File: src/rtl/mem_arb_pkg.sv
// Shared constants for the fetch/data memory-port arbiter: FSM state encoding
// and datapath request-type values.
package mem_arb_pkg;

    localparam logic [1:0] IDLE  = 2'd0;
    localparam logic [1:0] DATA  = 2'd1;
    localparam logic [1:0] FETCH = 2'd2;

    localparam logic REQ_LOAD  = 1'b0;
    localparam logic REQ_STORE = 1'b1;

endpackage

File: src/rtl/mem_arb_timer.sv
// Watchdog counter for an outstanding memory-port request; expired pulses in
// the cycle the count of ack-less cycles reaches MAX_COUNT.
module mem_arb_timer #(
    parameter int MAX_COUNT = 255
) (
    input  logic clk,
    input  logic reset,
    input  logic clear,
    input  logic enable,
    output logic expired
);

    localparam int CNT_W = $clog2(MAX_COUNT + 1);
    localparam logic [CNT_W-1:0] LAST = CNT_W'(MAX_COUNT - 1);

    logic [CNT_W-1:0] count;

    always_ff @(posedge clk) begin
        if (reset) begin
            count <= '0;
        end else if (clear) begin
            count <= '0;
        end else if (enable) begin
            count <= count + 1'b1;
        end
    end

    // The current cycle is the MAX_COUNT-th one without an ack.
    assign expired = enable && (count == LAST);

endmodule

File: src/rtl/mem_arbiter.sv
// Arbitrates instruction fetch and data load/store onto one memory port, data first.
// Optional watchdog compiled in with `define MEM_ARBITER_TIMEOUT_EN.
module mem_arbiter
    import mem_arb_pkg::*;
#(
    parameter int TIMEOUT_CYCLES = 255
) (
    input  logic        clk,
    input  logic        reset,
    input  logic [31:0] fetch_addr,
    input  logic        fetch_request,
    input  logic [31:0] memory_addr,
    input  logic [31:0] write_data,
    input  logic [3:0]  write_mask,
    input  logic        memory_request,
    input  logic        memory_request_type,
    output logic        stall,
    output logic        fetch_data_valid,
    output logic        memory_data_valid,
    output logic [31:0] request_data,
    output logic [31:0] mem_addr,
    output logic [31:0] mem_wdata,
    output logic [3:0]  mem_wmask,
    output logic        mem_we,
    output logic        mem_req,
    input  logic        mem_ack,
    input  logic [31:0] mem_rdata,
    output logic        bus_error,
    output logic [1:0]  dbg_state
);

    // Handshake: mem_req stays high with address/data/mask/we stable until the
    // memory returns a one-cycle mem_ack; mem_rdata is only meaningful with it.

    logic [1:0] state;
    logic       data_done;
    logic       timeout;

    always_ff @(posedge clk) begin
        if (reset) begin
            state     <= IDLE;
            data_done <= 1'b0;
            mem_addr  <= '0;
            mem_wdata <= '0;
            mem_wmask <= '0;
            mem_we    <= 1'b0;
        end else begin
            case (state)
                IDLE: begin
                    if (memory_request && !data_done) begin
                        state     <= DATA;
                        mem_addr  <= memory_addr;
                        mem_wdata <= write_data;
                        mem_wmask <= write_mask;
                        mem_we    <= memory_request_type;
                    end else if (fetch_request) begin
                        state     <= FETCH;
                        mem_addr  <= fetch_addr;
                        mem_wdata <= '0;
                        mem_wmask <= '0;
                        mem_we    <= 1'b0;
                    end
                end
                DATA: begin
                    if (mem_ack) begin
                        state     <= IDLE;
                        data_done <= 1'b1;
                    end else if (timeout) begin
                        state <= IDLE;
                    end
                end
                FETCH: begin
                    // Fetch completion means the datapath has moved on to a new instruction.
                    if (mem_ack) begin
                        state     <= IDLE;
                        data_done <= 1'b0;
                    end else if (timeout) begin
                        state <= IDLE;
                    end
                end
                default: state <= IDLE;
            endcase
        end
    end

    assign mem_req           = (state == DATA) || (state == FETCH);
    assign memory_data_valid = (state == DATA) && mem_ack && (mem_we == REQ_LOAD);
    assign fetch_data_valid  = (state == FETCH) && mem_ack;
    assign request_data      = (mem_req && mem_ack) ? mem_rdata : 32'h0;
    assign stall             = !fetch_data_valid;
    assign dbg_state         = state;

`ifdef MEM_ARBITER_TIMEOUT_EN
    logic entering;
    logic timer_expired;

    assign entering = (state == IDLE) &&
                      ((memory_request && !data_done) || fetch_request);

    mem_arb_timer #(
        .MAX_COUNT (TIMEOUT_CYCLES)
    ) u_timer (
        .clk     (clk),
        .reset   (reset),
        .clear   (entering),
        .enable  (mem_req && !mem_ack),
        .expired (timer_expired)
    );

    assign timeout   = timer_expired;
    assign bus_error = timer_expired;
`else
    logic unused_timeout_cfg;
    assign unused_timeout_cfg = ^TIMEOUT_CYCLES;
    assign timeout   = 1'b0;
    assign bus_error = 1'b0;
`endif

endmodule

File: config.mk
export PLATFORM = sky130hd
export DESIGN_NAME = mem_arbiter
export DESIGN_NICKNAME = d
export VERILOG_FILES = /design/src/rtl/mem_arb_pkg.sv /design/src/rtl/mem_arb_timer.sv /design/src/rtl/mem_arbiter.sv
export SDC_FILE = /design/constraint.sdc
export NUM_CORES = 1
export LEC_CHECK = 0
export BUFFER_PORTS_ARGS = -buffer_cell sky130_fd_sc_hd__buf_4
export CORE_AREA = 10 10 118 120
export CTS_CLUSTER_SIZE = 24
export DETAILED_ROUTE_END_ITERATION = 10
export DIE_AREA = 0 0 128 130
export PLACE_DENSITY_LB_ADDON = 0.15
export SLEW_MARGIN = 20
export SYNTH_ARGS = -nofsm -noshare
export SYNTH_HDL_FRONTEND = slang
export SYNTH_HIERARCHICAL = 1
export SYNTH_SLANG_ARGS = --single-unit
File: constraint.sdc
create_clock -name clk -period 2 [get_ports clk]
set_clock_uncertainty 0.15 [all_clocks]
set_input_delay 0.4 -clock clk [delete_from_list [all_inputs] [get_ports clk]]
set_output_delay 0.4 -clock clk [all_outputs]
set_load 0.02 [all_outputs]
# Yosys cells after proc, flatten, opt, wreduce, memory -nomap -nowiden
# Cells that the tools add are included.
# W data, S select, Z words.
[word_totals]
ff_bits = 72
in_bits = 138
output_inout_bits = 108
wordCells = 44
[classes]
eq_ne = 6
muxes = 16
bitwise_logic = 1
reduce_logical = 15
[op_table]
columns = ["operator", "n"]
rows = [
  ["$mux W32", 5],
  ["$mux W4", 2],
  ["$mux W2", 3],
  ["$logic_and A1 B1 Y1", 5],
  ["$mux W1", 4],
  ["$ne A2 B2 Y1 const B", 2],
  ["$pmux W2 S2", 1],
  ["$reduce_and A2 Y1", 2],
  ["$reduce_bool A2 Y1", 2],
  ["$ne A3 B3 Y1 const B", 1],
  ["$reduce_and A3 Y1", 1],
  ["$eq A2 B1 Y1 const B", 1],
  ["$eq A2 B2 Y1 const B", 1],
  ["$logic_not A1 Y1", 2],
  ["$logic_not A2 Y1", 1],
  ["$ne A2 B1 Y1 const B", 1],
  ["$pmux W1 S2", 1],
  ["$reduce_or A2 Y1", 1],
  ["$logic_or A1 B1 Y1", 1],
  ["$not A1 Y1", 1],
]

# Longest topological paths before layout
# Gate-level depths: netlist of run 1.
[logic_depth]
depth_word = 4
depth_mapped = 7
mapped_depth_nobuf = 5

# Worst setup path before layout of run 1
# OpenSTA, ideal clock, no wires.
[synth_path]
kind = "reg-to-output"
startpoint = "register state[0] (netlist: dbg_state[0])"
endpoint = "output request_data[10]"
arrival_ns = 1.512
t_required_ns = 1.450
setup_slack_ns = -0.062
path_stages_with_launch = 5
n_path_buf = 1
path_cell_list = "dfxtp_1 -> inv_1 -> ha_1 -> clkbuf_1 -> and3_1"
[synth_between]
elab_chain_cells = 4
word_cells_on_any_way = 5
classes_between = "2 x eq/ne; 1 x mux; 2 x reduce/logical"
[synth_rtl]
columns = ["element", "line_no", "rtl"]
rows = [
  ["start, declared", "mem_arbiter.sv:35", "logic [1:0] state;"],
  ["start signal, assigned", "mem_arbiter.sv:41", "state <= IDLE;"],
  ["start signal, assigned", "mem_arbiter.sv:51", "state <= DATA;"],
  ["start signal, assigned", "mem_arbiter.sv:57", "state <= FETCH;"],
  ["$eq A2 B1 Y1 / $eq A2 B2 Y1 (equally long branches)", "mem_arbiter.sv:86", "assign mem_req = (state == DATA) || (state == FETCH);"],
  ["$logic_or A1 B1 Y1 (*)", "mem_arbiter.sv:86", ""],
  ["via mem_req", "mem_arbiter.sv:25", "output logic mem_req,"],
  ["$logic_and A1 B1 Y1 (*)", "mem_arbiter.sv:89", "assign request_data = (mem_req && mem_ack) ? mem_rdata : 32'h0;"],
  ["$mux W32 (*)", "mem_arbiter.sv:89", ""],
  ["end, declared", "mem_arbiter.sv:20", "output logic [31:0] request_data,"],
]
# Mark *: on every way through the listed nets, which the timed path passes. The rest lies on a longest branch.

# Worst setup path in the final report of run 1
[layout_path]
startpoint = "register state[0] (netlist: dbg_state[0])"
endpoint = "output request_data[3]"
[layout_between]
elab_chain_cells = 4
word_cells_on_any_way = 5
classes_between = "2 x eq/ne; 1 x mux; 2 x reduce/logical"
[layout_rtl]
columns = ["element", "line_no"]
rows = [
  ["$eq A2 B1 Y1 / $eq A2 B2 Y1 (equally long branches)", "mem_arbiter.sv:86"],
  ["$logic_or A1 B1 Y1 (*)", "mem_arbiter.sv:86"],
  ["$logic_and A1 B1 Y1 (*)", "mem_arbiter.sv:89"],
  ["$mux W32 (*)", "mem_arbiter.sv:89"],
]
# Every way passes the cells marked *; elsewhere a longest branch is shown, timed or not.

==> results.json, run 1 <==
{
  "rrSetupSlack_ns": 0.20,
  "path_max_fanout": 17,
  "clock_sinks": 72,
  "grt_pass1_vias": 3833,
  "first_iter_violations": 226,
  "cts_made_buffers": 9,
  "diodes": 0,
  "grt_max_degree": 41,
  "rsz0062_at_grt": "yes",
  "p_int_w": 0.00356,
  "wirelength_mm": 13.2,
  "maxCapViolations": 0,
  "cts_htree_levels": 3,
  "relSlewSlack": 0.509,
  "area_delta_synth_final_pct": 75.3,
  "initial_core_util": 0.288,
  "final_cell_mix": "buf_4, dfxtp_1, a22o_1, nor2_1, nor3_1",
  "syn_inst": 331,
  "vias": 3520,
  "hold_path_depth": 2,
  "synth_cell_types": 28,
  "grt_pass1_wl_mm": 20.2,
  "first_pass_iters": 4,
  "avgSynthCellArea_um2": 10.2,
  "final_common_cell": "buf_4",
  "layout-drive-gt1-share": 0.601,
  "final_nets": 708,
  "min_path_type": "input pin to register",
  "path_class": "register to primary output",
  "final_hold_viol_count": 0,
  "maxSlewViolCount": 0,
  "critical_path_arrival_ns": 1.47,
  "drc_errors": 0,
  "grt-ovfl-total": 0,
  "fin_area_mm2": 0.00592,
  "timing.rr.start": "dbg_state[1]",
  "ff2ff_path_depth": 7,
  "cts_tree": "built",
  "fmax_mhz": 494,
  "antenna_found_initial": 0,
  "required_ns": 1.45,
  "fin_crit_ns": 2.02,
  "cp-start-kind": "register",
  "die_w_um": 128,
  "die_h_um": 130,
  "routedWlPerCell_um": 18.3,
  "synth_top_family_by_area": "compound AO/OA/AOI/OAI gates",
  "clock_latency_ns": 0.33,
  "synth_nets": 472,
  "clockBufferDepth": 2,
  "p_per_area_mw_per_mm2": 896,
  "cts_root_buf": "clkbuf_16",
  "pwr-share-seq": 0.331,
  "port_buffers": 244,
  "r2r-end": "dbg_state[0]",
  "dp_hpwl_mm": 10.2,
  "min_period_over_period": 1.01,
  "row_count": 40,
  "place_ws_ns": 0.115,
  "p_comb_frac": 0.362,
  "synth_xor_xnor_area_share": 0,
  "yosysWarnings": 6,
  "finalSetupViolations": 18,
  "viasPerCell": 4.90,
  "dieArea_mm2": 0.0166,
  "fin_ws_ns": -0.0235,
  "holdWs_ns": 0.129,
  "leakage_nw": 2.85,
  "grt_usage": 0.151,
  "status": "finished with violations",
  "failed_checks": "setup timing",
  "core_mm2": 0.0117,
  "hold_buffers": 0,
  "synth-seq-cells": 72,
  "syn_area_mm2": 0.00338,
  "ir_drop_mv": 0.434,
  "synthAdderAreaFrac": 0.0111,
  "synth_compound_area_frac": 0.247,
  "clk_pin_slew_ns": 0.06,
  "placed_area_mm2": 0.00544,
  "ys_seq_area_frac": 0.427,
  "power.share.clock": 0.307,
  "yosys.area_share.simple": 0.161,
  "fin_cells": 719,
  "ios": 246,
  "p_sw_w": 0.00175,
  "endpoint_kind": "primary output",
  "worst_slew_pin_slew_ns": 0.734,
  "ant_nets": 0,
  "switching_share": 0.329,
  "cp-endpoint": "request_data[3]",
  "place_inst": 700,
  "cp-startpoint": "dbg_state[0]",
  "synth_mux_area_frac": 0.0948,
  "gp_congestion": 0.702
}
==> through the flow <==
stage	TNS [ns]	power (W)	utilization
finish	-0.218	0.00530	0.505
global route	-2.59	0.00559	0.505
CTS	-0.893	0.00538	0.505
detailed placement	0	0.00362	0.464
global placement	0	0.00359	0.464
floorplan	0	0.00278	-
==> cell usage after synthesis <==
| cell type | instances | area (um2) |
|---|---|---|
| a2111oi_0 | 2 | 17.5 |
| a2111oi_1 | 2 | 20.0 |
| a2111oi_2 | 28 | 420 |
| a21boi_1 | 1 | 7.51 |
| a21oi_1 | 2 | 10.0 |
| a22o_1 | 37 | 324 |
| a31oi_1 | 1 | 6.26 |
| and3_1 | 32 | 200 |
| and4bb_1 | 1 | 12.5 |
| buf_1 | 1 | 3.75 |
| buf_2 | 12 | 60.1 |
| buf_4 | 2 | 15.0 |
| buf_6 | 3 | 33.8 |
| clkbuf_1 | 18 | 67.6 |
| conb_1 | 1 | 3.75 |
| dfxtp_1 | 72 | 1440 |
| ha_1 | 3 | 37.5 |
| inv_1 | 3 | 11.3 |
| inv_2 | 1 | 3.75 |
| mux2i_1 | 32 | 320 |
| nand2_1 | 2 | 7.51 |
| nand2b_1 | 2 | 12.5 |
| nor2_1 | 34 | 128 |
| nor2b_1 | 2 | 12.5 |
| nor3_1 | 34 | 170 |
| o21a_1 | 1 | 7.51 |
| o2bb2ai_2 | 1 | 15.0 |
| o31ai_1 | 1 | 7.51 |
==> repair_timing <==
action / 4_1_cts / 5_1_grt
endpoints found under the setup margin: 33 / 32
pin swaps: 1 / 0
gates resized for setup: 37 / 1
cloned: 1 / 0
buffers inserted: 2 / 0
==> how the worst min path moves through the flow <==
stage          slack (ns)       endpoint            from
6_report             0.13  mem_wdata[15]  write_data[15]
5_1_grt              0.12  mem_wdata[26]  write_data[26]
4_1_cts              0.12  mem_wdata[20]  write_data[20]
3_5_place_dp         0.31  mem_wdata[17]   mem_wdata[17]
3_3_place_gp         0.31  mem_wdata[16]   mem_wdata[16]
2_1_floorplan        0.35      data_done       data_done
==> sequential cells by signal, indices dropped and copies added (netlist names) <==
name and cells:
data_done 1, mem_addr 32, mem_wdata 32, mem_wmask 4, mem_we 1, dbg_state 2
==> critical path: stages (launching register included) <==
cell     delay (ns)
dfxtp_2        0.33
inv_2          0.05
ha_4           0.31
buf_12         0.14
and3_2         0.19
buf_6          0.12
==> layout make-up <==
class                           instances  area (um2)
Fill cell                            1097        5790
Timing Repair Buffer                  261        2160
Multi-Input combinational cell        219        1810
Sequential cell                        72        1440
Clock buffer                           10         239
Tap cell                              147         184
Clock inverter                          6        66.3
Inverter                                4        15.0
==> power by group through the flow <==
stage,clock [W],sequential [W],combinational (W)
2_1_floorplan,0,0.00200,0.000788
3_3_place_gp,0,0.00178,0.00182
3_5_place_dp,0,0.00178,0.00184
4_1_cts,0.00167,0.00176,0.00195
5_1_grt,0.00174,0.00178,0.00207
6_report,0.00163,0.00176,0.00192
==> layer usage <==
| metal | up-vias | track usage | wire (um) |
|---|---|---|---|
| met5 | - | 0 | 0 |
| met4 | 0 | 0.0391 | 133 |
| met3 | 10 | 0.0897 | 1680 |
| met2 | 160 | 0.248 | 6250 |
| met1 | 1628 | 0.162 | 5130 |
| li1 | 1722 | - | - |
==> cells by family (layout without fill, tap and decap cells) <==
kind of cell    after synthesis  in the layout
other cells                   1              1
fa+ha+maj                     3              3
flops                        72             72
simple gates                107            107
buf+inv                      40            281
compound gates               76             76
mux                          32             32
No activity file was read; power rests on OpenSTA's default activity.
==> inputs of run 2 (changes only) <==
- CORE_AREA: 10 10 118 120 -> 10 10 108 130
- DIE_AREA: 0 0 128 130 -> 0 0 118 140
==> results.json, run 2 (synthesis gave the netlist of run 1 again) <==
{
  "status": "finished with violations",
  "failed_checks": "setup timing",
  "maxCapViolations": 0,
  "final_nets": 707,
  "die_w_um": 118,
  "fin_cells": 728,
  "fin_crit_ns": 2.03,
  "p_int_w": 0.00352,
  "leakage_nw": 2.83,
  "path_class": "register to primary output",
  "cts_made_buffers": 9,
  "final_cell_mix": "buf_4, dfxtp_1, a22o_1, nor2_1, nor3_1",
  "pwr-share-seq": 0.335,
  "grt_max_degree": 39,
  "min_period_over_period": 1.01,
  "cts_tree": "built",
  "first_pass_iters": 4,
  "ant_nets": 0,
  "hold_buffers": 0,
  "p_comb_frac": 0.364,
  "power.share.clock": 0.301,
  "diodes": 0,
  "final_hold_viol_count": 0,
  "ios": 246,
  "clockBufferDepth": 2,
  "final_common_cell": "buf_4",
  "vias": 3530,
  "clk_pin_slew_ns": 0.06,
  "holdWs_ns": 0.133,
  "worst_slew_pin_slew_ns": 0.551,
  "gp_congestion": 0.758,
  "grt_pass1_vias": 3825,
  "core_mm2": 0.0114,
  "cts_htree_levels": 3,
  "viasPerCell": 4.85,
  "dp_hpwl_mm": 10.3,
  "p_sw_w": 0.00174,
  "ir_drop_mv": 0.361,
  "grt-ovfl-total": 0,
  "relSlewSlack": 0.631,
  "finalSetupTns_ns": -0.152,
  "row_count": 43,
  "fin_ws_ns": -0.0284,
  "required_ns": 1.45,
  "maxSlewViolCount": 0,
  "drc_errors": 0,
  "p_per_area_mw_per_mm2": 887,
  "clock_latency_ns": 0.32,
  "cp-start-kind": "register",
  "cts_root_buf": "clkbuf_16",
  "finalSetupViolations": 15,
  "area_delta_synth_final_pct": 75.3,
  "die_h_um": 140,
  "grt_usage": 0.156,
  "path_max_fanout": 17,
  "switching_share": 0.330,
  "initial_core_util": 0.296,
  "wirelength_mm": 13.4,
  "routedWlPerCell_um": 18.5,
  "top_regs": "mem_addr: 32 flops, mem_wdata: 32 flops, mem_wmask: 4 flops",
  "endpoint_kind": "primary output",
  "clock_sinks": 72,
  "dieArea_mm2": 0.0165,
  "layout-drive-gt1-share": 0.599,
  "first_iter_violations": 104,
  "place_inst": 708,
  "min_path_type": "input pin to register",
  "fmax_mhz": 493,
  "rsz0062_at_grt": "yes",
  "port_buffers": 244,
  "antenna_found_initial": 0,
  "critical_path_arrival_ns": 1.48,
  "grt_pass1_wl_mm": 20.8
}
-- run 2: cell types whose count changed in the layout (fill, tap and decap cells not counted), sizes merged --
cell      before  now
clkinv         4    2
clkinvlp       0    2
buf          261  260
-- run 2: through the flow --
| stage | util | area, um2 | total power, W | worst slack (ns) |
|---|---|---|---|---|
| finish | 0.519 | 5920 | 0.00525 | -0.0284 |
| global route | 0.519 | 5920 | 0.00554 | -0.0912 |
| CTS | 0.519 | 5920 | 0.00534 | -0.0568 |
| detailed placement | 0.477 | 5440 | 0.00361 | 0.0968 |
| global placement | 0.477 | 5440 | 0.00358 | 0.161 |
| floorplan | - | 3420 | 0.00278 | 0.00952 |
-- run 2: critical path, cell delays in order, from the launching register on --
cell,delay [ns]
dfxtp_2,0.33
inv_2,0.06
ha_4,0.30
buf_12,0.14
and3_2,0.20
buf_6,0.12
-- run 2: power by group through the flow --
stage | registers (W) | clock network (W) | logic [W]
after global routing | 0.00178 | 0.00170 | 0.00206
after detailed placement | 0.00179 | 0 | 0.00183
after floorplan | 0.00200 | 0 | 0.000788
after global placement | 0.00178 | 0 | 0.00180
final | 0.00176 | 0.00158 | 0.00191
after CTS | 0.00176 | 0.00164 | 0.00194
-- run 2: what timing repair did --
item / in CTS / in global routing
setup buffers: 3 / 0
hold endpoints to repair: 0 / 0
setup endpoints to repair: 33 / 32
cloned: 1 / 0
pin swaps: 1 / 0
resized for setup: 38 / 1
-- run 2: final timing paths --
check             slack, ns  cells past startpoint                to          start
setup / recovery      -0.03                      5  request_data[29]   dbg_state[1]
hold / removal         0.13                      2      mem_wdata[0]  write_data[0]
setup reg to reg       0.18                      6     mem_wdata[15]   dbg_state[1]
hold reg to reg        0.32                      1      mem_wmask[3]   mem_wmask[3]
-- run 2: cell type report --
cell class | count | area, um2
multi-input cells | 219 | 1810
well taps | 157 | 196
fillers | 1059 | 5490
inverters | 4 | 15.0
clock inverters | 6 | 67.6
flip-flops and latches | 72 | 1440
repair buffers | 260 | 2150
clock buffers | 10 | 229
-- run 2: metal layers --
layer  track usage  wire length (um)  up-vias
met5             0                 0        -
met4        0.0508               214        0
met3        0.0623              1000       11
met2         0.277              6910      149
met1         0.165              5310     1646
li1              -                 -     1724
